$ cat src/rtl/wb_slave_mux_if.sv
// wb_slave_mux_if: upstream Wishbone and per-slave fan-out signals of wb_slave_mux (WB_MUX_ERR_LOG_EN adds error-log outputs)
interface wb_slave_mux_if #(
  parameter int NUM_SLV = 4
);
  logic                   wbs_cyc_i;
  logic                   wbs_stb_i;
  logic                   wbs_we_i;
  logic [3:0]             wbs_sel_i;
  logic [31:0]            wbs_adr_i;
  logic [31:0]            wbs_dat_i;
  logic                   wbs_ack_o;
  logic [31:0]            wbs_dat_o;
  logic [NUM_SLV-1:0]     s_cyc_o;
  logic [NUM_SLV-1:0]     s_stb_o;
  logic                   s_we_o;
  logic [3:0]             s_sel_o;
  logic [31:0]            s_adr_o;
  logic [31:0]            s_dat_o;
  logic [NUM_SLV-1:0]     s_ack_i;
  logic [NUM_SLV*32-1:0]  s_dat_i;
  logic                   err_o;
`ifdef WB_MUX_ERR_LOG_EN
  logic [31:0]            err_adr_o;
  logic [1:0]             err_cause_o;
  logic                   err_irq_o;
`endif
  modport slave (
    input  wbs_cyc_i, wbs_stb_i, wbs_we_i, wbs_sel_i, wbs_adr_i, wbs_dat_i, s_ack_i, s_dat_i,
`ifdef WB_MUX_ERR_LOG_EN
    output err_adr_o, err_cause_o, err_irq_o,
`endif
    output wbs_ack_o, wbs_dat_o, s_cyc_o, s_stb_o, s_we_o, s_sel_o, s_adr_o, s_dat_o, err_o
  );
  modport master (
    output wbs_cyc_i, wbs_stb_i, wbs_we_i, wbs_sel_i, wbs_adr_i, wbs_dat_i, s_ack_i, s_dat_i,
`ifdef WB_MUX_ERR_LOG_EN
    input  err_adr_o, err_cause_o, err_irq_o,
`endif
    input  wbs_ack_o, wbs_dat_o, s_cyc_o, s_stb_o, s_we_o, s_sel_o, s_adr_o, s_dat_o, err_o
  );
endinterface

$ cat src/rtl/wb_slave_mux.sv
// wb_slave_mux: Wishbone classic 1-to-NUM_SLV slave mux with ack timeout and unmapped-address error (WB_MUX_ERR_LOG_EN adds error log + irq)
module wb_slave_mux #(
  parameter int                    NUM_SLV     = 4,
  parameter logic [NUM_SLV*32-1:0] SLV_BASE    = {32'h2800_0000, 32'h2000_0000, 32'h3800_0000, 32'h3000_0000},
  parameter logic [NUM_SLV*32-1:0] SLV_MASK    = {NUM_SLV{32'hFF00_0000}},
  parameter int                    TIMEOUT_CYC = 255,
  parameter logic [31:0]           ERR_DATA    = 32'hDEAD_BEEF
) (
  input  logic          wb_clk_i,
  input  logic          wb_rst_ni,
  wb_slave_mux_if.slave bus
);
  localparam int IW = NUM_SLV > 1 ? $clog2(NUM_SLV) : 1;
  localparam int CW = $clog2(TIMEOUT_CYC + 1);
  typedef enum logic [1:0] {IDLE, BUSY, ERR, DONE} state_t;
  state_t             state, state_nxt;
  logic [IW-1:0]      idx, idx_nxt, hit_idx;
  logic [CW-1:0]      cnt, cnt_nxt;
  logic               hit, req, clr, ack_sel, tmo, take;
  logic               ack_q, ack_nxt, err_q, err_nxt;
  logic [31:0]        dat_q, dat_nxt;
  logic [NUM_SLV-1:0] stb_q, stb_nxt;
  logic               we_q;
  logic [3:0]         sel_q;
  logic [31:0]        adr_q, wdat_q;
  assign req     = bus.wbs_cyc_i & bus.wbs_stb_i;
  assign ack_sel = bus.s_ack_i[idx];
  assign tmo     = cnt == CW'(TIMEOUT_CYC - 1);
  assign take    = state == BUSY && bus.wbs_cyc_i && ack_sel;
`ifdef WB_MUX_ERR_LOG_EN
  assign clr = req && bus.wbs_we_i && bus.wbs_adr_i == SLV_BASE[31:0] + 32'h00FF_FFFC;
`else
  assign clr = 1'b0;
`endif
  // address decode; scanning downwards lets the lowest matching window win
  always_comb begin
    hit     = 1'b0;
    hit_idx = '0;
    for (int i = NUM_SLV - 1; i >= 0; i--)
      if ((bus.wbs_adr_i & SLV_MASK[32*i +: 32]) == (SLV_BASE[32*i +: 32] & SLV_MASK[32*i +: 32])) begin
        hit     = 1'b1;
        hit_idx = IW'(i);
      end
  end
  // state register
  always_ff @(posedge wb_clk_i or negedge wb_rst_ni)
    if (!wb_rst_ni) state <= IDLE;
    else state <= state_nxt;
  // next state: master abort beats slave ack, slave ack beats timeout
  always_comb begin
    state_nxt = state == IDLE ? (!req ? IDLE : clr ? DONE : hit ? BUSY : ERR)
              : state == BUSY ? (!bus.wbs_cyc_i ? IDLE : ack_sel ? DONE : tmo ? ERR : BUSY)
              : state == ERR  ? DONE : IDLE;
  end
  // next values of the registered outputs and datapath
  always_comb begin
    idx_nxt = state == IDLE && req ? hit_idx : idx;
    stb_nxt = state_nxt == BUSY ? NUM_SLV'(1) << idx_nxt : '0;
    cnt_nxt = state == BUSY && state_nxt == BUSY ? cnt + 1'b1 : '0;
    ack_nxt = take || state == ERR || (state == IDLE && clr);
    err_nxt = state == ERR;
    dat_nxt = state == ERR ? ERR_DATA : take ? bus.s_dat_i[32*idx +: 32] : dat_q;
  end
  // registered response path and request copy towards the slaves
  always_ff @(posedge wb_clk_i or negedge wb_rst_ni)
    if (!wb_rst_ni) begin
      idx    <= '0;
      cnt    <= '0;
      stb_q  <= '0;
      ack_q  <= 1'b0;
      err_q  <= 1'b0;
      dat_q  <= '0;
      we_q   <= 1'b0;
      sel_q  <= '0;
      adr_q  <= '0;
      wdat_q <= '0;
    end else begin
      idx   <= idx_nxt;
      cnt   <= cnt_nxt;
      stb_q <= stb_nxt;
      ack_q <= ack_nxt;
      err_q <= err_nxt;
      dat_q <= dat_nxt;
      if (state == IDLE && req && !clr) begin
        we_q   <= bus.wbs_we_i;
        sel_q  <= bus.wbs_sel_i;
        adr_q  <= bus.wbs_adr_i;
        wdat_q <= bus.wbs_dat_i;
      end
    end
  assign bus.wbs_ack_o = ack_q;
  assign bus.wbs_dat_o = dat_q;
  assign bus.s_cyc_o   = stb_q;
  assign bus.s_stb_o   = stb_q;
  assign bus.s_we_o    = we_q;
  assign bus.s_sel_o   = sel_q;
  assign bus.s_adr_o   = adr_q;
  assign bus.s_dat_o   = wdat_q;
  assign bus.err_o     = err_q;
`ifdef WB_MUX_ERR_LOG_EN
  logic        logged, irq, miss_ev, tmo_ev;
  logic [31:0] eadr;
  logic [1:0]  ecause;
  assign miss_ev = state == IDLE && req && !clr && !hit;
  assign tmo_ev  = state == BUSY && bus.wbs_cyc_i && !ack_sel && tmo;
  // first error is logged and held; irq stays up until the clear write
  always_ff @(posedge wb_clk_i or negedge wb_rst_ni)
    if (!wb_rst_ni) begin
      logged <= 1'b0;
      irq    <= 1'b0;
      eadr   <= '0;
      ecause <= '0;
    end else begin
      if ((miss_ev || tmo_ev) && !logged) begin
        logged <= 1'b1;
        eadr   <= miss_ev ? bus.wbs_adr_i : adr_q;
        ecause <= miss_ev ? 2'b01 : 2'b10;
      end
      irq <= miss_ev || tmo_ev || (irq && !(state == IDLE && clr));
    end
  assign bus.err_adr_o   = eadr;
  assign bus.err_cause_o = ecause;
  assign bus.err_irq_o   = irq;
`endif
endmodule

$ cat src/flat_wrapper.sv
// flat-port wrapper written by rule: the top's interface ports become plain ports
module wb_slave_mux_flat 
#(
  parameter int                    NUM_SLV     = 4,
  parameter logic [NUM_SLV*32-1:0] SLV_BASE    = {32'h2800_0000, 32'h2000_0000, 32'h3800_0000, 32'h3000_0000},
  parameter logic [NUM_SLV*32-1:0] SLV_MASK    = {NUM_SLV{32'hFF00_0000}},
  parameter int                    TIMEOUT_CYC = 255,
  parameter logic [31:0]           ERR_DATA    = 32'hDEAD_BEEF
)
  (wb_clk_i, wb_rst_ni, bus_wbs_cyc_i, bus_wbs_stb_i, bus_wbs_we_i, bus_wbs_sel_i, bus_wbs_adr_i, bus_wbs_dat_i, bus_s_ack_i, bus_s_dat_i, bus_wbs_ack_o, bus_wbs_dat_o, bus_s_cyc_o, bus_s_stb_o, bus_s_we_o, bus_s_sel_o, bus_s_adr_o, bus_s_dat_o, bus_err_o);
  wb_slave_mux_if #(.NUM_SLV(NUM_SLV)) bus_i ();
  input  logic wb_clk_i;
  input  logic wb_rst_ni;
  input wire logic [$bits(bus_i.wbs_cyc_i)-1:0] bus_wbs_cyc_i;
  input wire logic [$bits(bus_i.wbs_stb_i)-1:0] bus_wbs_stb_i;
  input wire logic [$bits(bus_i.wbs_we_i)-1:0] bus_wbs_we_i;
  input wire logic [$bits(bus_i.wbs_sel_i)-1:0] bus_wbs_sel_i;
  input wire logic [$bits(bus_i.wbs_adr_i)-1:0] bus_wbs_adr_i;
  input wire logic [$bits(bus_i.wbs_dat_i)-1:0] bus_wbs_dat_i;
  input wire logic [$bits(bus_i.s_ack_i)-1:0] bus_s_ack_i;
  input wire logic [$bits(bus_i.s_dat_i)-1:0] bus_s_dat_i;
  output wire logic [$bits(bus_i.wbs_ack_o)-1:0] bus_wbs_ack_o;
  output wire logic [$bits(bus_i.wbs_dat_o)-1:0] bus_wbs_dat_o;
  output wire logic [$bits(bus_i.s_cyc_o)-1:0] bus_s_cyc_o;
  output wire logic [$bits(bus_i.s_stb_o)-1:0] bus_s_stb_o;
  output wire logic [$bits(bus_i.s_we_o)-1:0] bus_s_we_o;
  output wire logic [$bits(bus_i.s_sel_o)-1:0] bus_s_sel_o;
  output wire logic [$bits(bus_i.s_adr_o)-1:0] bus_s_adr_o;
  output wire logic [$bits(bus_i.s_dat_o)-1:0] bus_s_dat_o;
  output wire logic [$bits(bus_i.err_o)-1:0] bus_err_o;
  assign bus_i.wbs_cyc_i = bus_wbs_cyc_i;
  assign bus_i.wbs_stb_i = bus_wbs_stb_i;
  assign bus_i.wbs_we_i = bus_wbs_we_i;
  assign bus_i.wbs_sel_i = bus_wbs_sel_i;
  assign bus_i.wbs_adr_i = bus_wbs_adr_i;
  assign bus_i.wbs_dat_i = bus_wbs_dat_i;
  assign bus_i.s_ack_i = bus_s_ack_i;
  assign bus_i.s_dat_i = bus_s_dat_i;
  assign bus_wbs_ack_o = bus_i.wbs_ack_o;
  assign bus_wbs_dat_o = bus_i.wbs_dat_o;
  assign bus_s_cyc_o = bus_i.s_cyc_o;
  assign bus_s_stb_o = bus_i.s_stb_o;
  assign bus_s_we_o = bus_i.s_we_o;
  assign bus_s_sel_o = bus_i.s_sel_o;
  assign bus_s_adr_o = bus_i.s_adr_o;
  assign bus_s_dat_o = bus_i.s_dat_o;
  assign bus_err_o = bus_i.err_o;
  wb_slave_mux #(.NUM_SLV(NUM_SLV), .SLV_BASE(SLV_BASE), .SLV_MASK(SLV_MASK), .TIMEOUT_CYC(TIMEOUT_CYC), .ERR_DATA(ERR_DATA)) u_core (.wb_clk_i(wb_clk_i), .wb_rst_ni(wb_rst_ni), .bus(bus_i));
endmodule
$ cat config.mk
export PLATFORM = sky130hd
export DESIGN_NAME = wb_slave_mux_flat
export DESIGN_NICKNAME = d
export VERILOG_FILES = /design/src/rtl/wb_slave_mux_if.sv /design/src/rtl/wb_slave_mux.sv /design/src/flat_wrapper.sv
export SDC_FILE = /design/constraint.sdc
export NUM_CORES = 1
export LEC_CHECK = 0
export ABC_AREA = 1
export CELL_PAD_IN_SITES_DETAIL_PLACEMENT = 1
export CELL_PAD_IN_SITES_GLOBAL_PLACEMENT = 2
export CORE_ASPECT_RATIO = 1.4
export CORE_MARGIN = 3
export CORE_UTILIZATION = 22
export DETAILED_ROUTE_END_ITERATION = 8
export GPL_TIMING_DRIVEN = 0
export PLACE_DENSITY_LB_ADDON = 0.1
export SYNTH_ARGS = -nofsm -noshare
export SYNTH_HDL_FRONTEND = slang
export SYNTH_SLANG_ARGS = --single-unit
$ cat constraint.sdc
create_clock -name wb_clk_i -period 3.55 [get_ports wb_clk_i]
set_clock_uncertainty 0.15 [all_clocks]
set_input_delay 1.065 -clock wb_clk_i [delete_from_list [all_inputs] [get_ports wb_clk_i]]
set_output_delay 1.065 -clock wb_clk_i [all_outputs]
set_load 0.02 [all_outputs]
# ---- Word-level counts from Yosys, hierarchy flattened
# Cells that the tools add are included.
dict set report word_totals {
  n_memories 0
  latchBits 0
  output_inout_bits 111
  ff_bits 119
  word_cells 54
  mem_bits_ro 0
  ramBits 0
  input_bits 205
}
dict set report classes {
  n_mul 0
  muxes 23
  reduce_logical 7
  magnitude_cmp 1
  eq_ne 8
  bitwise_logic 1
  n_div 0
  addsub 1
  n_shift 2
}
# op count
set ops {}
lappend ops {{$shiftx 128x8->32} 1}
lappend ops {{$mux 32} 2}
lappend ops {{$eq 8x6->1 const B} 4}
lappend ops {{$mux 2} 13}
lappend ops {{$add 8x1->8 const B} 1}
lappend ops {{$eq 8x8->1 const B} 1}
lappend ops {{$mux 8} 1}
lappend ops {{$mux 1} 5}
lappend ops {{$eq 2x1->1 const B} 2}
lappend ops {{$logic_and 1x1->1} 4}
lappend ops {{$mux 4} 1}
lappend ops {{$shl 1x2->4 const A} 1}
lappend ops {{$lt 2x3->1 const B} 1}
lappend ops {{$bmux 1 s2} 1}
lappend ops {{$eq 2x2->1 const B} 1}
lappend ops {{$logic_not 2->1} 1}
lappend ops {{$reduce_bool 2->1} 1}
lappend ops {{$and 1x1->1} 1}
lappend ops {{$logic_or 1x1->1} 1}

# ---- Logic depth before layout (Yosys ltp)
# Gate-level depths: netlist of the first run.
dict set report logic_depth {
  ltp_word 11
  mapped_depth 9
  mapped_depth_nobuf 9
}

# ---- Least setup slack after synthesis of the first run
# Ideal clock, no wire load.
dict set report synth_path {
  path_kind {input to register}
  start {input port bus_wbs_adr_i[30]}
  end {register u_core.stb_q[0], in the netlist u_core.bus.s_cyc_o[0]}
  path_buffers 0
  t_arrival_ns 1.768
  path_slack_ns 1.512
  cell_stages 8
  setup_time_ns 0.120
  t_required_ns 3.280
  path_cell_list {nor2_1 -> nand2_1 -> nor2_1 -> nor2_2 -> nor2_1 -> inv_1 -> nand2_1 -> nor2_1}
}
dict set report synth_between {
  word_cells_on_any_way 19
  classes_between {eq/ne: 5; shift: 1; mux: 13}
}
# element line_no
set synth_lines {}
lappend synth_lines {{start, declared} flat_wrapper.sv:18} ;# input wire logic [$bits(bus_i.wbs_adr_i)-1:0] bus_wbs_adr_i;
lappend synth_lines {{$eq 8x6->1} wb_slave_mux.sv:40} ;# if ((bus.wbs_adr_i & SLV_MASK[32*i +: 32]) == (SLV_BASE[32*i +: 32] & SLV_MASK[32*i +: 32])) begin
lappend synth_lines {{$mux 2 (3 in a row)} wb_slave_mux.sv:40}
lappend synth_lines {{$mux 2 *} wb_slave_mux.sv:40}
lappend synth_lines {{$mux 2 *} wb_slave_mux.sv:57} ;# idx_nxt = state == IDLE && req ? hit_idx : idx;
lappend synth_lines {{net u_core.idx_nxt[0]} wb_slave_mux.sv:17} ;# logic [IW-1:0] idx, idx_nxt, hit_idx;
lappend synth_lines {{$shl 1x2->4 *} wb_slave_mux.sv:58} ;# stb_nxt = state_nxt == BUSY ? NUM_SLV'(1) << idx_nxt : '0;
lappend synth_lines {{$mux 4 *} wb_slave_mux.sv:58}
lappend synth_lines {{net u_core.stb_nxt[0]} wb_slave_mux.sv:22} ;# logic [NUM_SLV-1:0] stb_q, stb_nxt;
lappend synth_lines {{end signal, assigned} wb_slave_mux.sv:80} ;# stb_q <= stb_nxt;
lappend synth_lines {{end, declared} wb_slave_mux.sv:22}
# Mark *: on every way through the listed nets, which the timed path passes. The rest lies on a longest branch.
# A chain may end at the register's enable or synchronous reset.

# ---- Worst setup path in the final report of the first run
dict set report layout_path {
  start {register u_core.stb_q[2], in the netlist u_core.bus.s_cyc_o[2]}
  end {output port bus_s_stb_o[2]}
}
# element line_no
set layout_lines {}
lappend layout_lines {{end, declared} flat_wrapper.sv:25} ;# output wire logic [$bits(bus_i.s_stb_o)-1:0] bus_s_stb_o;
# No word-level cell between the ends.

==> results of run 1 <==
[critical path, delay by kind of cell, from the launching register on]
family	cells	cell delay [ps]
buf+inv	2	720
flops	1	380
[state kept, by name, summed over array words and instances, names as in the netlist]
register,cells
u_core.idx,2
u_core.bus.s_cyc_o,4
u_core.bus.s_adr_o,32
u_core.bus.err_o,1
u_core.bus.wbs_dat_o,32
u_core.bus.s_sel_o,4
u_core.cnt,8
u_core.bus.wbs_ack_o,1
u_core.state,2
u_core.bus.s_we_o,1
u_core.bus.s_dat_o,32
[final cells by class]
type                            instances  area, um^2  area share
Clock buffer                           20         457      0.0468
Sequential cell                       119        2980       0.305
Timing Repair Buffer                  316        3180       0.326
Clock inverter                         12         175      0.0180
Buffer                                 45         250      0.0256
Multi-Input combinational cell        494        2260       0.232
Tap cell                              315         394      0.0404
Inverter                               15        56.3     0.00577
[per-layer routing]
| metal | global-route usage | vias to the layer above | wire [um] |
|---|---|---|---|
| li1 | - | 2842 | - |
| met5 | 0 | - | 0 |
| met3 | 0.0661 | 30 | 2160 |
| met4 | 0.0517 | 0 | 467 |
| met1 | 0.197 | 2756 | 9300 |
| met2 | 0.321 | 226 | 12500 |
[final timing paths]
check / from / end / slack [ps] / depth (start not counted)
hold / removal: u_core.cnt[0]$_DFF_PN0_ / u_core.cnt[0]$_DFF_PN0_ / 310 / 1
hold reg to reg: u_core.cnt[0]$_DFF_PN0_ / u_core.cnt[0]$_DFF_PN0_ / 310 / 1
setup reg to reg: u_core.idx[1]$_DFF_PN0_ / u_core.bus.wbs_dat_o[14]$_DFFE_PN0P_ / 1700 / 6
min in group asynchronous: wb_rst_ni / u_core.bus.wbs_dat_o[17]$_DFFE_PN0P_ / 470 / 1
max in group asynchronous: wb_rst_ni / u_core.bus.s_adr_o[0]$_DFFE_PN0P_ / 2030 / 2
setup / recovery: u_core.bus.s_cyc_o[2]$_DFF_PN0_ / bus_s_stb_o[2] / 820 / 2
[logic make-up (layout without fill, tap and decap cells)]
| kind of cell | after synthesis | in the layout | share of synthesized area |
|---|---|---|---|
| buffers and inverters | 60 | 408 | 0.0552 |
| adders and majority gates | 2 | 2 | 0.00451 |
| and+or+nand+nor | 373 | 373 | 0.264 |
| AOI/OAI and AO/OA | 113 | 113 | 0.130 |
| DFF | 119 | 119 | 0.537 |
| xor gates and xnor gates | 6 | 6 | 0.00947 |
[stage by stage]
stage               instance area, um^2  instances  power, mW  TNS [ps]  setup slack, ps
floorplan                          5550        673       4.45         0             1510
global placement                   9100       1303       6.54   -504320            -4260
finish                             9760       1336       8.33         0              816
global route                       9760       1336       8.92         0              753
detailed placement                 9130       1304       6.56         0              636
CTS                                9760       1336       8.49         0              785
[power by group]
part	internal, mW	total, mW	leakage (nW)	switching (mW)
Combinational	1.86	4.23	2.61	2.37
Sequential	1.93	2.24	1.43	0.311
Clock	1.21	1.86	0.302	0.651
[cells in the final DEF, fill, tap and decap left out, types with 2 or more instances in the layout]
cell type,netlist,layout
nand3_2,2,2
a21oi_1,50,50
a22o_1,12,12
nor2_1,61,61
nand3_1,6,6
buf_6,1,2
clkbuf_1,13,14
nor2_2,2,2
dfrtp_1,119,119
a32o_1,19,19
bufinv_16,0,4
clkbuf_8,0,2
clkinv_4,0,2
ha_1,2,2
nand2_1,296,296
clkdlybuf4s50_1,0,314
inv_1,9,9
buf_2,17,17
o21ai_1,5,5
a31oi_1,5,5
clkinvlp_4,0,3
clkinv_2,0,3
xnor2_1,3,3
inv_2,6,6
o21ai_0,16,16
o22ai_1,5,5
xor2_1,3,3
clkbuf_16,0,17
buf_4,14,14
[cells in the mapped netlist (6+ instances only)]
cell,number
buf_2,17
clkbuf_1,13
dfrtp_1,119
nand2_1,296
a22o_1,12
o21ai_0,16
a21oi_1,50
buf_4,14
nor2_1,61
inv_1,9
inv_2,6
a32o_1,19
nand3_1,6
==> run summary, run 1 <==
Drt total wl: 24400 um
Synth unique cells: 29
Worst-path fanout max: 2
Worst endpoint data arrival time: 1520 ps
Area leader, netlist: dfrtp_1
Slew margin rel.: 0.621
Crit path required time: 2330 ps
Vias per inst: 4.38
Yosys warning count: 0
Residual DRC: 0
Via count: 5854
P_leak: 4.34 nW
GRT overflow: 0
IO Port Bufs: 315
Seq/Total Area, Yosys: 0.537
CP max stage delay: 600 ps
Worst-path clk slew: 60 ps
Post-synth EDFFs: 0
Post-synthesis cell area: 5550 um^2
Initial antenna violation count: 0
Detailed Routing Iterations Pass 1: 4
Routability cong.: 0.763
Num CTS Buffers: 17
Seq cells post-synth: 119
Status: finished clean
Clock root cell: clkbuf_16
Worst setup SP type: flop
Avg WL per Cell: 18.3 um
Initial core utilization: 0.224
Worst-margin pin slew: 568 ps
Ys flop type: dfrtp_1
Largest net degree at the start of global routing: 69
Max frequency: 366 MHz
Clock Latency Late Sink: 420 ps
Worst setup EP type: output pin
Final core utilization: 0.394
Nets: 1215
Tmin final: 2730 ps
Largest cells by area after synthesis: dfrtp_1 54%, nand2_1 20%, a21oi_1 4.5%
Core Box Area: 24800 um^2
CP cell instances: buf_4 -> clkdlybuf4s50_1
Post-Syn Area per Cell: 8.25 um^2
RSZ-0062 raised after global routing: false
Kind of critical path: reg -> out
Fillers: 2900
Vias in the first global route: 6467
Post-cts gate resize count: 0
Final setup viols: 0
First-pass GRT wire length: 37700 um
Num rows: 68
Final Slew Violations: 0
# clock sinks: 119
Power per cell area: 853 nW/um^2
Hold buffer count at CTS: 0
I/O pin count: 316
Clock tree buffer depth: 2
DP Wirelength: 18800 um
Layout cell share with drive strength beyond 1: 0.0784
Antenna diodes: 0
Maxcap violations: 0
Worst hold path class: reg -> reg
Die area: 27200 um^2
Synthesized Nets: 880
Fin crit share: 0.770
Post-route ant nets: 0
Initial detailed-routing violation count: 117
CTS tree: built
P&R area growth vs syn: 75.8%
Total track usage: 0.179
Critical path's slowest cell: clkdlybuf4s50_1
Post-CTS Setup Bufs: 0
VDD IR max: 0.000354 V
Die Y: 194 um
Hold WS: 305 ps
Top cell type's share of synthesized area: 0.537
Cells after Synth: 673
Final Hold Viols: 0
Die width: 140 um
Post-synth ARST share: 1.00
H-tree depth: 4
Note: power is estimated with default switching activity, not from simulation.
==> inputs of run 2 (changes only) <==
--- a/config.mk
+++ b/config.mk
@@ -10,7 +10,7 @@
 export CELL_PAD_IN_SITES_GLOBAL_PLACEMENT = 2
 export CORE_ASPECT_RATIO = 1.4
 export CORE_MARGIN = 3
-export CORE_UTILIZATION = 22
+export CORE_UTILIZATION = 20
 export DETAILED_ROUTE_END_ITERATION = 8
 export GPL_TIMING_DRIVEN = 0
 export PLACE_DENSITY_LB_ADDON = 0.1
==> constraint.sdc (replaced) <==
create_clock -name wb_clk_i -period 2.8 [get_ports wb_clk_i]
set_clock_uncertainty 0.15 [all_clocks]
set_input_delay 0.84 -clock wb_clk_i [delete_from_list [all_inputs] [get_ports wb_clk_i]]
set_output_delay 0.84 -clock wb_clk_i [all_outputs]
set_load 0.02 [all_outputs]
==> run summary, run 2 (synthesis results as in run 1) <==
Total track usage: 0.167 (-0.0122)
Fillers: 3186 (+9.9%)
P_leak: 4.35 nW (+0.22%)
Vias per inst: 4.21 (-3.9%)
IO Port Bufs: 315 (unchanged)
VDD IR max: 0.000532 V (+50%)
Largest delay contributor family on the critical path: buffers and inverters
Max frequency: 387 MHz
Die Y: 203 um (+4.7%)
Post-route ant nets: 0 (unchanged)
CTS tree: built
Critical path's slowest cell: clkdlybuf4s50_1
Clock Latency Late Sink: 410 ps (about the same)
Worst setup EP type: output pin
Num rows: 71 (+4.4%)
Detailed Routing Iterations Pass 1: 4 (unchanged)
First-pass GRT wire length: 38300 um (+1.6%)
Clock root cell: clkbuf_16
H-tree depth: 4 (unchanged)
Initial detailed-routing violation count: 119 (+1.7%)
Routability cong.: 0.765 (+0.34%)
Die width: 147 um (+4.7%)
Initial core utilization: 0.205 (-0.0193)
Tmin final: 2580 ps
Final setup viols: 0 (unchanged)
Worst r2r src: u_core.idx[1]$_DFF_PN0_
Most common cell after layout, fill and taps aside: clkdlybuf4s50_1
Kind of critical path: reg -> out
I/O pin count: 316 (unchanged)
Worst setup SP type: flop
Worst R2R End: u_core.bus.wbs_dat_o[20]$_DFFE_PN0P_
Drt total wl: 24900 um (+2.0%)
Initial antenna violation count: 0 (unchanged)
Num CTS Buffers: 17 (unchanged)
Post-cts gate resize count: 0 (unchanged)
Worst endpoint data arrival time: 1590 ps (+70 ps)
Layout cell share with drive strength beyond 1: 0.0754 (-0.00294)
Status: finished clean
Worst-margin pin slew: 579 ps (+10.9 ps)
Core Box Area: 27100 um^2 (+9.4%)
Worst hold path class: in -> async
R2r setup slk: 980 ps (-720 ps)
Hold WS: 177 ps (-129 ps)
CP Capture Point: bus_s_stb_o[3]
R2R cell count: 6 (unchanged)
Hold buffer count at CTS: 0 (unchanged)
CP max stage delay: 590 ps (about the same)
Final Slew Violations: 0 (unchanged)
Clock tree buffer depth: 2 (unchanged)
Most frequent cells in the layout: 314 x clkdlybuf4s50_1, 296 x nand2_1, 119 x dfrtp_1
Nets: 1215 (unchanged)
Maxcap violations: 0 (unchanged)
Post-CTS Setup Bufs: 0 (unchanged)
CP cell instances: buf_4 -> clkdlybuf4s50_1
Largest net degree at the start of global routing: 82 (+19%)
Avg WL per Cell: 17.9 um (-1.8%)
WP buf/inv: 2 (unchanged)
Number of cells on the critical path: 2 (unchanged)
P&R area growth vs syn: 77.0%
Die area: 29800 um^2 (+9.6%)
GRT overflow: 0 (unchanged)
Fin crit share: 0.922
CP Launch Point: u_core.bus.s_cyc_o[3]$_DFF_PN0_
Residual DRC: 0 (unchanged)
Vias in the first global route: 6523 (+0.87%)
Slew margin rel.: 0.614 (-0.00726)
# clock sinks: 119 (unchanged)
Via count: 5839 (-0.26%)
Power per cell area: 1080 nW/um^2 (+26%)
Overall power: 10.6 mW (+27%)
Final Hold Viols: 0 (unchanged)
Worst-path fanout max: 2 (unchanged)
Crit path required time: 1810 ps (-520 ps)
Worst-path clk slew: 60 ps (about the same)
DP Wirelength: 19500 um (+3.9%)
RSZ-0062 raised after global routing: false
run 2: cell count changes in the layout (fill, tap and decap cells not counted):
cell,previous run,this run
clkbuf_8,2,1
clkinv_4,2,0
diode_2,0,1
clkinv_2,3,5
clkbuf_1,14,17
bufinv_16,4,5
clkinvlp_4,3,0
run 2: area by class of cell:
class	instances	area, um^2	share of cell area
diodes	1	2.50	0.000255
plain buffers	45	250	0.0255
clock buffers	22	454	0.0463
clock inverters	10	175	0.0178
inverters	15	56.3	0.00573
multi-input cells	494	2260	0.231
flip-flops and latches	119	2980	0.303
well taps	365	457	0.0465
repair buffers	316	3180	0.324
run 2: per-stage QoR:
| stage | cell area [um^2] | util | setup WS, ps | TNS, ps | cells |
|---|---|---|---|---|---|
| 6_report | 9820 | 0.362 | 219 | 0 | 1387 |
| 5_1_grt | 9820 | 0.362 | 160 | 0 | 1386 |
| 4_1_cts | 9820 | 0.362 | 178 | 0 | 1386 |
| 3_5_place_dp | 9190 | 0.339 | 155 | 0 | 1354 |
| 3_3_place_gp | 9160 | 0.338 | -4810 | -570440 | 1353 |
| 2_1_floorplan | 5550 | - | 987 | 0 | 673 |
run 2: how the worst min path moves through the flow:
stage / start / end
final: wb_rst_ni / u_core.bus.wbs_dat_o[27]$_DFFE_PN0P_
after global routing: wb_rst_ni / u_core.bus.wbs_dat_o[27]$_DFFE_PN0P_
after CTS: wb_rst_ni / u_core.bus.wbs_dat_o[25]$_DFFE_PN0P_
after detailed placement: u_core.state[0]$_DFF_PN0_ / u_core.bus.err_o$_DFF_PN0_
after global placement: u_core.bus.wbs_dat_o[17]$_DFFE_PN0P_ / u_core.bus.wbs_dat_o[17]$_DFFE_PN0P_
after floorplan: u_core.cnt[0]$_DFF_PN0_ / u_core.cnt[0]$_DFF_PN0_
run 2: where the power goes:
part           internal (mW)  total [mW]  switching (mW)
Clock                   1.60        2.40           0.807
Combinational           2.35        5.34            2.99
Sequential              2.44        2.83           0.391
run 2: routing by layer:
metal,up-vias,wire length [um],GRT usage
met5,-,0,0
met4,0,377,0.0494
met3,22,2220,0.0639
met2,219,12900,0.301
met1,2762,9410,0.180
li1,2836,-,-
